[src/rtl/bdc_pkg.sv]
// Shared constants and types for the BDCDrv command path: frame header,
// command codes for downstream consumers, and the parser state encoding.
package bdc_pkg;

  localparam logic [7:0] DEFAULT_HEADER = 8'hAA;

  // Command codes consumed by the motor control logic (not validated by the parser)
  localparam logic [7:0] CMD_SET_DUTY = 8'h01;
  localparam logic [7:0] CMD_SET_DIR  = 8'h02;
  localparam logic [7:0] CMD_STOP     = 8'h03;

  typedef enum logic [2:0] {
    S_IDLE = 3'd0,
    S_CMD  = 3'd1,
    S_AHI  = 3'd2,
    S_ALO  = 3'd3,
    S_CHK  = 3'd4
  } state_t;

endpackage

[src/rtl/byte_strobe_sync.sv]
// Brings an asynchronous level flag into the clk domain via a 2-flop
// synchronizer and emits a registered one-cycle strobe per rising edge.
module byte_strobe_sync (
  input  logic clk,
  input  logic reset,
  input  logic async_in,
  output logic stb_out
);

  logic sync1;
  logic sync2;
  logic sync_prev;

  // Synchronize the flag, remember its previous value, register the rising edge
  always_ff @(posedge clk or posedge reset) begin
    if (reset) begin
      sync1     <= 1'b0;
      sync2     <= 1'b0;
      sync_prev <= 1'b0;
      stb_out   <= 1'b0;
    end else begin
      sync1     <= async_in;
      sync2     <= sync1;
      sync_prev <= sync2;
      stb_out   <= sync2 & ~sync_prev;
    end
  end

endmodule

[src/rtl/uart_cmd_parser.sv]
// Assembles 5-byte command frames (HEADER, CMD, ARG_HI, ARG_LO, CHK) from
// uart_rx bytes, verifies the 8-bit additive checksum and enforces an
// inter-byte timeout. Optional macro UART_CMD_PARSER_STATS_EN adds
// saturating good/bad frame counters.
module uart_cmd_parser
  import bdc_pkg::*;
#(
  parameter logic [7:0]  HEADER         = DEFAULT_HEADER,
  parameter int unsigned TIMEOUT_CYCLES = 50000,
  parameter int unsigned CNT_W          = 16
) (
  input  logic        clk,
  input  logic        reset,
  input  logic [7:0]  rx_data,
  input  logic        rx_done,
  output logic        cmd_valid,
  output logic [7:0]  cmd_code,
  output logic [15:0] cmd_arg,
  output logic        frame_err,
  output logic        busy
`ifdef UART_CMD_PARSER_STATS_EN
  ,
  output logic [15:0] good_cnt,
  output logic [15:0] bad_cnt
`endif
);

  // Error fires on the edge where the counter would reach TIMEOUT_CYCLES-1,
  // i.e. TIMEOUT_CYCLES-1 clocks after the last accepted byte.
  localparam logic [CNT_W-1:0] TERM_CNT = CNT_W'(TIMEOUT_CYCLES - 2);

  logic             byte_stb;
  state_t           state, state_n;
  logic [CNT_W-1:0] cnt, cnt_n;
  logic [7:0]       work_cmd, work_cmd_n;
  logic [7:0]       work_hi, work_hi_n;
  logic [7:0]       work_lo, work_lo_n;
  logic [7:0]       sum, sum_n;
  logic             valid_n, err_n;
  logic [7:0]       code_n;
  logic [15:0]      arg_n;

  byte_strobe_sync u_stb (
    .clk      (clk),
    .reset    (reset),
    .async_in (rx_done),
    .stb_out  (byte_stb)
  );

  assign busy = (state != S_IDLE);

  // State, timeout counter, working frame registers and registered outputs
  always_ff @(posedge clk or posedge reset) begin
    if (reset) begin
      state     <= S_IDLE;
      cnt       <= '0;
      work_cmd  <= '0;
      work_hi   <= '0;
      work_lo   <= '0;
      sum       <= '0;
      cmd_valid <= 1'b0;
      frame_err <= 1'b0;
      cmd_code  <= '0;
      cmd_arg   <= '0;
    end else begin
      state     <= state_n;
      cnt       <= cnt_n;
      work_cmd  <= work_cmd_n;
      work_hi   <= work_hi_n;
      work_lo   <= work_lo_n;
      sum       <= sum_n;
      cmd_valid <= valid_n;
      frame_err <= err_n;
      cmd_code  <= code_n;
      cmd_arg   <= arg_n;
    end
  end

  // Next-state: byte-driven frame walk, timeout abort, checksum verdict
  always_comb begin
    state_n    = state;
    cnt_n      = cnt;
    work_cmd_n = work_cmd;
    work_hi_n  = work_hi;
    work_lo_n  = work_lo;
    sum_n      = sum;
    valid_n    = 1'b0;
    err_n      = 1'b0;
    code_n     = cmd_code;
    arg_n      = cmd_arg;

    // A byte arriving on the terminal-count cycle takes priority over the timeout
    if (state == S_IDLE || byte_stb) begin
      cnt_n = '0;
    end else if (cnt == TERM_CNT) begin
      cnt_n   = '0;
      err_n   = 1'b1;
      state_n = S_IDLE;
    end else begin
      cnt_n = cnt + 1'b1;
    end

    if (byte_stb) begin
      case (state)
        S_IDLE: if (rx_data == HEADER) state_n = S_CMD;
        S_CMD: begin
          work_cmd_n = rx_data;
          sum_n      = rx_data;
          state_n    = S_AHI;
        end
        S_AHI: begin
          work_hi_n = rx_data;
          sum_n     = sum + rx_data;
          state_n   = S_ALO;
        end
        S_ALO: begin
          work_lo_n = rx_data;
          sum_n     = sum + rx_data;
          state_n   = S_CHK;
        end
        S_CHK: begin
          if (rx_data == sum) begin
            valid_n = 1'b1;
            code_n  = work_cmd;
            arg_n   = {work_hi, work_lo};
          end else begin
            err_n = 1'b1;
          end
          state_n = S_IDLE;
        end
        default: state_n = S_IDLE;
      endcase
    end
  end

`ifdef UART_CMD_PARSER_STATS_EN
  // Saturating counts of good and bad frame pulses
  always_ff @(posedge clk or posedge reset) begin
    if (reset) begin
      good_cnt <= '0;
      bad_cnt  <= '0;
    end else begin
      if (cmd_valid && good_cnt != '1) good_cnt <= good_cnt + 1'b1;
      if (frame_err && bad_cnt != '1)  bad_cnt  <= bad_cnt + 1'b1;
    end
  end
`endif

endmodule

[config.mk]
export PLATFORM = sky130hd
export DESIGN_NAME = uart_cmd_parser
export DESIGN_NICKNAME = d
export VERILOG_FILES = /design/src/rtl/bdc_pkg.sv /design/src/rtl/byte_strobe_sync.sv /design/src/rtl/uart_cmd_parser.sv
export SDC_FILE = /design/constraint.sdc
export NUM_CORES = 1
export LEC_CHECK = 0
export ABC_AREA = 1
export BUFFER_PORTS_ARGS = -buffer_cell sky130_fd_sc_hd__buf_4
export CORE_MARGIN = 2
export CORE_UTILIZATION = 53
export CTS_CLUSTER_SIZE = 28
export DETAILED_ROUTE_END_ITERATION = 16
export GPL_ROUTABILITY_DRIVEN = 0
export PLACE_DENSITY = 0.74
export SYNTH_ARGS = -nofsm -noshare
export SYNTH_HDL_FRONTEND = slang
export SYNTH_SLANG_ARGS = --single-unit
[constraint.sdc]
create_clock -name clk -period 2.5 [get_ports clk]
set_input_delay 0.5 -clock clk [delete_from_list [all_inputs] [get_ports clk]]
set_output_delay 0.5 -clock clk [all_outputs]
set_load 0.01 [all_outputs]
# After elaboration in Yosys (flattened, before gate mapping)
# Cells that the tools add are included.
# op_classes
n_addsub,2
mul,0
div_mod_pow,0
magnitude_cmp,0
eq_ne,7
n_shift,0
mux,16
bitwise_logic,2
reduce_logical,10
# ops
cell,count
16-bit two-way mux,2
"16-bit by 1-bit adder with 16-bit output, second input constant",1
"16-bit equality test, second input constant",1
8-bit case mux with 2 select lines,1
3-bit two-way mux,4
3-bit case mux with 4 select lines,1
8-bit adder,1
8-bit equality test,1
"8-bit equality test, second input constant",1
1-bit two-way mux,8
2-bit AND reduction,4
"3-bit by 2-bit equality test with 1-bit output, second input constant",2
"3-bit by 1-bit equality test with 1-bit output, second input constant",1
"3-bit equality test, second input constant",1
3-bit logical NOT,1
3-bit AND reduction,1
3-bit nonzero test,1
2-bit nonzero test,1
2-bit OR reduction,1
1-bit AND,1
1-bit logical OR,1
1-bit inverter,1
# word_totals
ff_bits,81
latch_bits,0
ram_bits,0
rom_bits,0
input_bits,11
wordCells,51
n_memories,0

# Depth between registers and ports, before layout
# Gate-level depths: netlist (run 1).
# depth
depth_word,6
ltp_mapped,10

# Cells and area by module
# Synthesis (run 1) repeated with hierarchy kept, for this count alone.
# hier_totals
cells_unflattened,462
area_unflattened_um2,3791.1
# modules_own_cells
module,instances,cells_per_inst,area_each_um2
uart_cmd_parser,1,455,3677.3
byte_strobe_sync,1,7,113.9

# Worst setup path after synthesis (run 1)
# OpenSTA, ideal clock, no wires.
# synth_path
kind,input -> register
start,in rx_data[5]
end,reg cmd_arg[0]
setup_ns,0.123
t_arrival_ns,1.647
setup_slack_ns,0.730
path_stages,6
path_cell_list,ha_1 nor3_2 nand4_2 clkbuf_1 o21ai_0 nand2_1
# synth_via
elab_chain_len,2
# synth_lines
item,line_no,rtl
start: declaration,uart_cmd_parser.sv:14,"input logic [7:0] rx_data,"
8-bit equality test,uart_cmd_parser.sv:122,if (rx_data == sum) begin
3-bit AND reduction (no line),n/a,
end signal: assignment,uart_cmd_parser.sv:75,cmd_arg <= arg_n;
end: declaration,uart_cmd_parser.sv:18,"output logic [15:0] cmd_arg,"
# No other way between the ends.
# A chain may end at the register's enable or synchronous reset.

# Worst setup path after layout (run 1)
# layout_path
start,reg state[0]
end,out busy
# layout_via
elab_chain_len,1
# layout_lines
item,line_no,rtl
start: declaration,uart_cmd_parser.sv:33,"state_t state, state_n;"
start signal: assignment,uart_cmd_parser.sv:66,state <= state_n;
3-bit nonzero test,uart_cmd_parser.sv:50,assign busy = (state != S_IDLE);
end: declaration,uart_cmd_parser.sv:20,output logic busy
# No other way between the ends.

==> results.cfg, run 1 <==
[logic_synthesis]
ys_seq_area_frac = 0.532
syn_area_um2 = 3810
synth-xor-area-share = 0.0204
synth_fp_nets = 475
muxShareOfSynthArea = 0
synth-simple-area-share = 0.258
ys_types = 29
yosysWarningCount = 0
syn_inst = 454
ys.flop_type = dfrtp_1
synthAdderAreaFrac = 0.0348
syn_area_per_cell_um2 = 8.39
synth_edf_count = 0
synth_compound_area_frac = 0.0966
synth_top_family_by_area = simple AND/OR/NAND/NOR gates
ys_ff_latch = 81
async_flop_share = 1.00

[routing]
wirelength_um = 7890
vias = 3172
via_per_inst = 5.30
highest_layer = met4
drt-initial-drc-count = 174
drtPass1Iterations = 5
route.detailed.drc = 0
wl_met2_um = 3550
antenna_left = 0
wl_met1_um = 3890
met3_length_um = 339
wl_per_cell_um = 13.2

[worst_setup_path]
critical_path_required_ns = 2.00
r2r-end = cmd_arg[5]$_DFFE_PP0P_
path_class = flip-flop to output port
cp.arrival_ns = 1.35
critPathCaptureType = output port
cp_common_cell = inv_1
r2r-start = sum[5]$_DFFE_PP0P_
max_stage_delay_ns = 0.42
cp_slowest_cell = dfrtp_1
worstRegToRegCells = 6
crit_start = state[0]$_DFF_PP0_
worstPathMaxFanout = 4
path_cells = inv_1 -> nand2_1 -> nor2_1 -> inv_1 -> buf_4
reg2reg_slack_ns = 0.71
critPathLaunchType = flip-flop

[clock_network]
cts_hold_buf = 0
cts-root-buf = clkbuf_8
insertion_delay_ns = 0.35
post_cts_buffers = 0
cts_buffer_depth = 2
cts_tree = done
h-tree-depth = 3
clkSlewWorstSetupHoldPaths_ns = 0.09
clock-sinks = 81
cts-resized-gates = 0
cts-buffers-inserted = 9

[global_routing]
grt-ovfl-total = 0
grt_pass1_vias = 2922
grt_max_degree = 66
antenna_found_initial = 0
track_usage = 0.228
grt_pass1_wl_um = 13700

[floorplan]
io_pins = 38
initial_utilization = 0.555
std_cell_rows = 30
dieHeight_um = 88.8
die_area_um2 = 7880
die_w_um = 88.8
core_area_um2 = 6870

[pwr]
sw_frac_of_total = 0.359
comb_power_share = 0.289
switching_power_uw = 1410
irDropWorstVdd_v = 0.000541
clkPwrFrac = 0.247
power.share.sequential = 0.464
power_density_nw_per_um2 = 884
p_leak_uw = 0.00227
power.internal_uw = 2510

[layout]
n_antenna_cell = 0
area_growth_pct = 16.2
layout-drive-gt1-share = 0.141
post-route-cell-area_um2 = 4430
mostFrequentLayoutCells = nand2_1 (132), dfrtp_1 (81), o21ai_0 (51), inv_1 (41), buf_4 (41)
final_common_cell = nand2_1
final_nets = 519

[sta]
fin_crit_sh = 0.740
rsz0062_at_grt = no
skew_ns = 0.00908
maxSlewViolCount = 0
final.setup.tns_ns = 0
max_clock_freq_mhz = 540
final.min_clock_period_ns = 1.85
setup_violations = 0
max-slew-margin-rel = 0.606
tightest_slew_ns = 0.590
hold_viol_final = 0

[worst_hold_path]
hold_class = input pin to asynchronous set/reset pin

[placement]
port_buffers = 37
placed_area_um2 = 4220
hpwl_um = 5650

[run_status]
outcome = finished, final reports clean

[run]
maxCapViolCount = 0
## metrics by stage
stage                     hold slack [ns]  worst slack [ns]   util  total power (uW)  instances
after global placement              0.332             0.536  0.615              2920        583
after global routing                0.150             0.564  0.644              4230        599
after floorplan                     0.331             0.730      -              2660        454
final                               0.130             0.650  0.644              3910        599
after detailed placement            0.336             0.479  0.615              2970        583
after CTS                           0.136             0.648  0.644              3930        599
## power by group through the flow
stage / Sequential [uW] / Combinational (uW) / Clock, uW
2_1_floorplan: 1790 / 865 / 0
6_report: 1820 / 1130 / 965
4_1_cts: 1810 / 1140 / 985
3_3_place_gp: 1830 / 1100 / 0
5_1_grt: 1860 / 1320 / 1050
3_5_place_dp: 1840 / 1130 / 0
## worst max-delay path: cells and delay by family (launching register included)
| family | cells | cell delay [ns] |
|---|---|---|
| flops | 1 | 0.42 |
| simple gates | 2 | 0.24 |
| buf+inv | 3 | 0.34 |
## layer usage
layer  vias up  global-route usage
met5         -                   0
met4         0              0.0730
li1       1567                   -
met1      1515               0.342
met3        10              0.0429
met2        80               0.334
## logic make-up (layout without fill, tap and decap cells)
group           count (synthesis)  count (layout)
flops                          81              81
buf+inv                        54             103
xor+xnor                        8               8
fa+ha+maj                      10              10
compound gates                 72              72
simple gates                  229             229
## cell usage after synthesis (all sizes together), types with 5 or more instances
library cell	n	share of area
ha	9	0.030
nand2	135	0.13
buf	5	0.0099
nor2	40	0.044
inv	44	0.043
dfrtp	81	0.53
nand4	8	0.015
clkbuf	5	0.0053
o21ai	53	0.070
nand3	25	0.033
nor3	17	0.024
a21oi	16	0.021
## flip-flops by register name (all words and copies together), names as in the netlist
register / cells
cmd_code: 8
sum: 8
u_stb.sync1: 1
u_stb.stb_out: 1
u_stb.sync_prev: 1
u_stb.sync2: 1
frame_err: 1
cmd_valid: 1
cnt: 16
cmd_arg: 16
work_hi: 8
work_lo: 8
work_cmd: 8
state: 3
## area by class of cell
class / count / area, um^2
clock buffer: 9 / 124
fill: 580 / 2440
timing repair buffer: 43 / 348
tap: 96 / 120
inverter: 44 / 169
sequential: 81 / 2030
multi-input combinational: 319 / 1560
clock inverter: 7 / 78.8
## worst max-delay path by stage
stage | end | cells past startpoint
floorplan | cmd_arg[0]$_DFFE_PP0P_ | 6
global placement | cmd_arg[1]$_DFFE_PP0P_ | 7
detailed placement | cmd_arg[0]$_DFFE_PP0P_ | 7
CTS | busy | 5
global route | cmd_arg[4]$_DFFE_PP0P_ | 6
finish | busy | 5
(Power assumes the default switching activity.)
==> inputs of run 2 (changes only) <==
--- a/config.mk
+++ b/config.mk
@@ -5,7 +5,7 @@
 export SDC_FILE = /design/constraint.sdc
 export NUM_CORES = 1
 export LEC_CHECK = 0
-export ABC_AREA = 1
+export ABC_AREA = 0
 export BUFFER_PORTS_ARGS = -buffer_cell sky130_fd_sc_hd__buf_4
 export CORE_MARGIN = 2
 export CORE_UTILIZATION = 53
==> constraint.sdc (replaced) <==
create_clock -name clk -period 1.65 [get_ports clk]
set_input_delay 0.33 -clock clk [delete_from_list [all_inputs] [get_ports clk]]
set_output_delay 0.33 -clock clk [all_outputs]
set_load 0.01 [all_outputs]
==> results.cfg, run 2 <==
[worst_setup_path]
r2r-end = sum[6]$_DFFE_PP0P_
path_buf_inv = 1
reg2reg_slack_ns = -0.31
worstRegToRegCells = 9
cp_common_cell = o21a_1
cp_slowest_cell = dfrtp_1
critPathCaptureType = flip-flop
worstPathMaxFanout = 2
cpLargestDelayFamily = compound AO/OA/AOI/OAI gates
r2r-start = sum[0]$_DFFE_PP0P_
path_cells = ha_4 -> inv_2 -> fa_2 -> nor2b_2 -> o31a_1 -> o21a_1 -> o21a_1 -> o311ai_2 -> o21a_1
cp.arrival_ns = 2.26
critPathLaunchType = flip-flop
path_class = flip-flop to flip-flop
max_stage_delay_ns = 0.42
critical_path_required_ns = 1.95

[logic_synthesis]
yosysWarningCount = 0
ys_ff_latch = 81
async_flop_share = 1.00
ys_types = 52
synthTopCellsByCount = nand2_1 (91), dfrtp_1 (81), nor2_1 (26)
ys_seq_area_frac = 0.550
yosys.area.top_type = dfrtp_1
syn_area_per_cell_um2 = 10.4
syn_area_um2 = 3690
yosys.area.top_type_share = 0.550
yosysMostFrequentCell = nand2_1
synth_fp_nets = 376
synth_edf_count = 0
ys.flop_type = dfrtp_1
syn_inst = 355
synth.area.top_cells = dfrtp_1 (55%), nand2_1 (9.3%), mux2_2 (7.0%)

[clock_network]
clkSlewWorstSetupHoldPaths_ns = 0.09
insertion_delay_ns = 0.36
cts_tree = done
cts-buffers-inserted = 9
cts-root-buf = clkbuf_8
cts_buffer_depth = 2
clock-sinks = 81
h-tree-depth = 3
cts_hold_buf = 0

[pwr]
total_power_uw = 7180
power.share.sequential = 0.381
power.internal_uw = 4740
irDropWorstVdd_v = 0.000717
sw_frac_of_total = 0.340
comb_power_share = 0.408
clkPwrFrac = 0.211
power_density_nw_per_um2 = 1360
p_leak_uw = 0.00239
switching_power_uw = 2440

[placement]
hpwl_um = 5400
pre_cts_ws_ns = -0.429
port_buffers = 37
placed_area_um2 = 4430

[layout]
final_core_utilization = 0.779
reg_top3 = cmd_arg (16), cnt (16)
final_common_cell = dfrtp_1
post-route-cell-area_um2 = 5260
n_antenna_cell = 0
area_growth_pct = 42.8
layout-drive-gt1-share = 0.499
mostFrequentLayoutCells = dfrtp_1 (81), buf_4 (80), nand2_1 (59), nand2_2 (26), nor2_4 (16)
final_nets = 469

[global_routing]
grt_pass1_wl_um = 13100
track_usage = 0.227
grt_max_degree = 32
grt-ovfl-total = 0
grt_pass1_vias = 2652
antenna_found_initial = 0

[sta]
max_clock_freq_mhz = 509
skew_ns = 0.0112
tightest_slew_ns = 0.534
fin_hold_ws_ns = 0.0126
maxSlewViolCount = 0
setup_violations = 32
max-slew-margin-rel = 0.643
fin_crit_sh = 1.19
hold_viol_final = 0
final.min_clock_period_ns = 1.96
rsz0062_at_grt = yes
worst_slack_ns = -0.313

[routing]
wirelength_um = 9260
route.detailed.drc = 0
vias = 2942
via_per_inst = 5.52
antenna_left = 0
drt-initial-drc-count = 134
wl_per_cell_um = 17.4
drtPass1Iterations = 4

[floorplan]
io_pins = 38
die_area_um2 = 7640
die_w_um = 87.4
core_area_um2 = 6760
initial_utilization = 0.546
std_cell_rows = 30
dieHeight_um = 87.4

[worst_hold_path]
hold_class = input pin to asynchronous set/reset pin

[run_status]
violations = negative setup slack
outcome = finished with violations

[run]
maxCapViolCount = 0
run 2: changes by cell type in the layout (fill, tap and decap cells not counted), moves of 14 or more:
cell	change
nand2_1	-73
o21ai_0	-45
buf_4	+39
inv_1	-33
nor2_1	-29
nand2_2	+23
mux2_2	+15
nand3_1	-15
nor2_4	+14
nor3_1	-14
run 2: how the worst max path moves through the flow:
stage,cells after the start,startpoint,slack [ns],end
after global routing,9,sum[0]$_DFFE_PP0P_,-0.42,sum[6]$_DFFE_PP0P_
final,9,sum[0]$_DFFE_PP0P_,-0.31,sum[6]$_DFFE_PP0P_
after detailed placement,10,rx_data[0],-0.43,sum[6]$_DFFE_PP0P_
after CTS,9,sum[0]$_DFFE_PP0P_,-0.32,sum[6]$_DFFE_PP0P_
after floorplan,9,sum[0]$_DFFE_PP0P_,-0.19,sum[6]$_DFFE_PP0P_
after global placement,10,rx_data[0],-0.35,sum[6]$_DFFE_PP0P_
run 2: cells by family after synthesis:
family | Yosys count | share of synthesized area
adders and majority gates | 10 | 0.0360
muxes | 23 | 0.0703
AOI/OAI and AO/OA | 39 | 0.0720
xor gates and xnor gates | 16 | 0.0380
buffers and inverters | 23 | 0.0309
and+or+nand+nor | 163 | 0.203
DFF | 81 | 0.550
run 2: worst reg2reg max path: stages, from the launching register on:
cell and delay [ns]:
dfrtp_1 0.42, ha_4 0.18, inv_2 0.06, fa_2 0.21, nor2b_2 0.05, o31a_1 0.25
o21a_1 0.18, o21a_1 0.17, o311ai_2 0.22, o21a_1 0.16
run 2: layer usage:
metal | vias to the layer above | global-route usage | wire length, um
met1 | 1459 | 0.315 | 4040
met5 | - | 0 | 0
met4 | 0 | 0.0923 | 199
met3 | 19 | 0.0654 | 406
met2 | 84 | 0.335 | 4620
li1 | 1380 | - | -
run 2: power groups by stage:
| stage | Combinational [uW] | Clock (uW) | Sequential, uW |
|---|---|---|---|
| 2_1_floorplan | 1440 | 0 | 2670 |
| 3_3_place_gp | 2070 | 0 | 2710 |
| 3_5_place_dp | 2120 | 0 | 2740 |
| 4_1_cts | 2360 | 1530 | 2710 |
| 5_1_grt | 3170 | 1600 | 2780 |
| 6_report | 2930 | 1510 | 2740 |
run 2: cell type report:
cell class / instances / area (um^2)
well taps: 80 / 100
multi-input cells: 251 / 2030
repair buffers: 94 / 843
flip-flops and latches: 81 / 2030
clock inverters: 4 / 51.3
clock buffers: 12 / 155
fillers: 383 / 1490
inverters: 11 / 57.6
run 2: repair_timing:
item | in CTS | in global routing
endpoints found under the setup margin | 64 | 65
gates cloned | 0 | 4
pin swaps | 5 | 60
buffers inserted | 3 | 10
resized for setup | 25 | 94
run 2: metrics by stage:
stage                     setup TNS [ns]  cells
after floorplan                    -2.59    355
after global placement             -7.09    501
after detailed placement           -8.14    501
after CTS                          -2.37    520
after global routing               -6.61    533
final                              -3.49    533
==> inputs of run 3 (changes only) <==
--- a/config.mk
+++ b/config.mk
@@ -7,12 +7,14 @@
 export LEC_CHECK = 0
 export ABC_AREA = 0
 export BUFFER_PORTS_ARGS = -buffer_cell sky130_fd_sc_hd__buf_4
+export CORE_ASPECT_RATIO = 2
 export CORE_MARGIN = 2
-export CORE_UTILIZATION = 53
+export CORE_UTILIZATION = 52
+export CTS_BUF_LIST = sky130_fd_sc_hd__clkbuf_8 sky130_fd_sc_hd__clkbuf_16
 export CTS_CLUSTER_SIZE = 28
 export DETAILED_ROUTE_END_ITERATION = 16
 export GPL_ROUTABILITY_DRIVEN = 0
-export PLACE_DENSITY = 0.74
+export PLACE_DENSITY = 0.73
 export SYNTH_ARGS = -nofsm -noshare
 export SYNTH_HDL_FRONTEND = slang
 export SYNTH_SLANG_ARGS = --single-unit
==> results.cfg, run 3 (same netlist as run 2, synthesis figures left out) <==
[global_routing]
grt-ovfl-total = 0
grt_pass1_vias = 3178
antenna_found_initial = 0
grt_pass1_wl_um = 15400
grt_max_degree = 82
track_usage = 0.263

[worst_setup_path]
worstRegToRegCells = 9
path_cells = ha_2 -> inv_2 -> fa_2 -> nor2b_2 -> o31a_1 -> o21a_1 -> o21a_1 -> o311ai_2 -> o21a_1
path_buf_inv = 1
max_stage_delay_ns = 0.39
cp_common_cell = o21a_1
cp_slowest_cell = dfrtp_1
critPathLaunchType = flip-flop
critical_path_required_ns = 1.93
critPathCaptureType = flip-flop
cpLargestDelayFamily = compound AO/OA/AOI/OAI gates
path_class = flip-flop to flip-flop
cp.depth = 9
cp.arrival_ns = 2.21
worstPathMaxFanout = 2

[layout]
final_nets = 476
post-route-cell-area_um2 = 5300
final_common_cell = buf_4
area_growth_pct = 43.9
fill_cells = 462
mostFrequentLayoutCells = buf_4 (84), dfrtp_1 (81), nand2_1 (63), nand2_2 (28), mux2_2 (15)
layout.cells.non_filler = 550
n_antenna_cell = 0
layout-drive-gt1-share = 0.493
reg_top3 = cmd_arg (16), cnt (16)

[routing]
drtPass1Iterations = 4
wl_per_cell_um = 18.2
wirelength_um = 10000
route.detailed.drc = 0
drt-initial-drc-count = 186
via_per_inst = 5.57
vias = 3063
antenna_left = 0

[sta]
max_clock_freq_mhz = 516
max-slew-margin-rel = 0.713
setup_violations = 30
final.min_clock_period_ns = 1.94
tightest_slew_ns = 0.425
worst_slack_ns = -0.287
hold_viol_final = 0
skew_ns = 0.00629
fin_hold_ws_ns = 0.0970
fin_crit_sh = 1.17
rsz0062_at_grt = yes
maxSlewViolCount = 0

[pwr]
irDropWorstVdd_v = 0.00101
sw_frac_of_total = 0.342
power_density_nw_per_um2 = 1390
p_leak_uw = 0.00247
power.share.sequential = 0.379
clkPwrFrac = 0.250
total_power_uw = 7390
comb_power_share = 0.371
power.internal_uw = 4870
switching_power_uw = 2530

[clock_network]
cts-buffers-inserted = 9
insertion_delay_ns = 0.34
clock-sinks = 81
cts-root-buf = clkbuf_16
h-tree-depth = 3
clkSlewWorstSetupHoldPaths_ns = 0.06
cts_tree = done
cts_hold_buf = 0
cts_buffer_depth = 2

[placement]
place_inst = 519
placed_area_um2 = 4460
hpwl_um = 6040
port_buffers = 37

[worst_hold_path]
min_path_cells = 1
hold_class = input pin to flip-flop

[floorplan]
core_area_um2 = 6890
die_w_um = 63.5
dieHeight_um = 123
die_area_um2 = 7820
std_cell_rows = 43
initial_utilization = 0.535
io_pins = 38

[run_status]
outcome = finished with violations
violations = negative setup slack

[run]
maxCapViolCount = 0
## run 3: worst reg2reg max path, stage by stage, from the launching register on
cell	delay, ns
dfrtp_1	0.39
ha_2	0.19
inv_2	0.06
fa_2	0.21
nor2b_2	0.05
o31a_1	0.25
o21a_1	0.18
o21a_1	0.18
o311ai_2	0.21
o21a_1	0.15
## run 3: power by group through the flow
stage | clock network, uW | logic [uW] | registers, uW
after CTS | 1860 | 2440 | 2780
after floorplan | 0 | 1440 | 2670
after global routing | 1960 | 2930 | 2840
after global placement | 0 | 2060 | 2720
final | 1850 | 2740 | 2800
after detailed placement | 0 | 2130 | 2740
## run 3: final timing paths
kind | to | slack [ns] | start
max in group asynchronous | frame_err$_DFF_PP0_ | 1.21 | reset
worst min register to register | u_stb.sync2$_DFF_PP0_ | 0.36 | u_stb.sync1$_DFF_PP0_
min in group asynchronous | cmd_arg[12]$_DFFE_PP0P_ | 0.11 | reset
worst min-delay path | u_stb.sync1$_DFF_PP0_ | 0.1 | rx_done
worst max register to register | sum[6]$_DFFE_PP0P_ | -0.29 | sum[0]$_DFFE_PP0P_
worst max-delay path | sum[6]$_DFFE_PP0P_ | -0.29 | sum[0]$_DFFE_PP0P_
## run 3: per-layer routing
layer,track usage,part of all wire
met2,0.459,0.55
met5,0,0
met3,0.0601,0.034
met4,0.160,0.042
met1,0.287,0.37
## run 3: repair_timing
item / CTS / global route
pin swaps: 47 / 28
setup buffers: 5 / 4
resized for setup: 64 / 51
endpoints found under the hold margin: 0 / 0
endpoints found under the setup margin: 65 / 65
cloned: 6 / 0
## run 3: cell type report
| class | count | area (um^2) | share of cell area |
|---|---|---|---|
| flip-flops and latches | 81 | 2030 | 0.382 |
| multi-input cells | 252 | 1960 | 0.370 |
| repair buffers | 97 | 831 | 0.157 |
| clock buffers | 10 | 239 | 0.0451 |
| well taps | 90 | 113 | 0.0212 |
| inverters | 11 | 57.6 | 0.0109 |
| repair inverters | 3 | 38.8 | 0.00731 |
| clock inverters | 6 | 35.0 | 0.00661 |
## run 3: per-stage QoR
step	TNS, ns	utilization	setup WS [ns]
global route	-8.80	0.770	-0.363
floorplan	-2.59	-	-0.186
global placement	-11.09	0.648	-0.365
finish	-5.23	0.770	-0.287
CTS	-4.89	0.732	-0.288
detailed placement	-12.58	0.648	-0.468
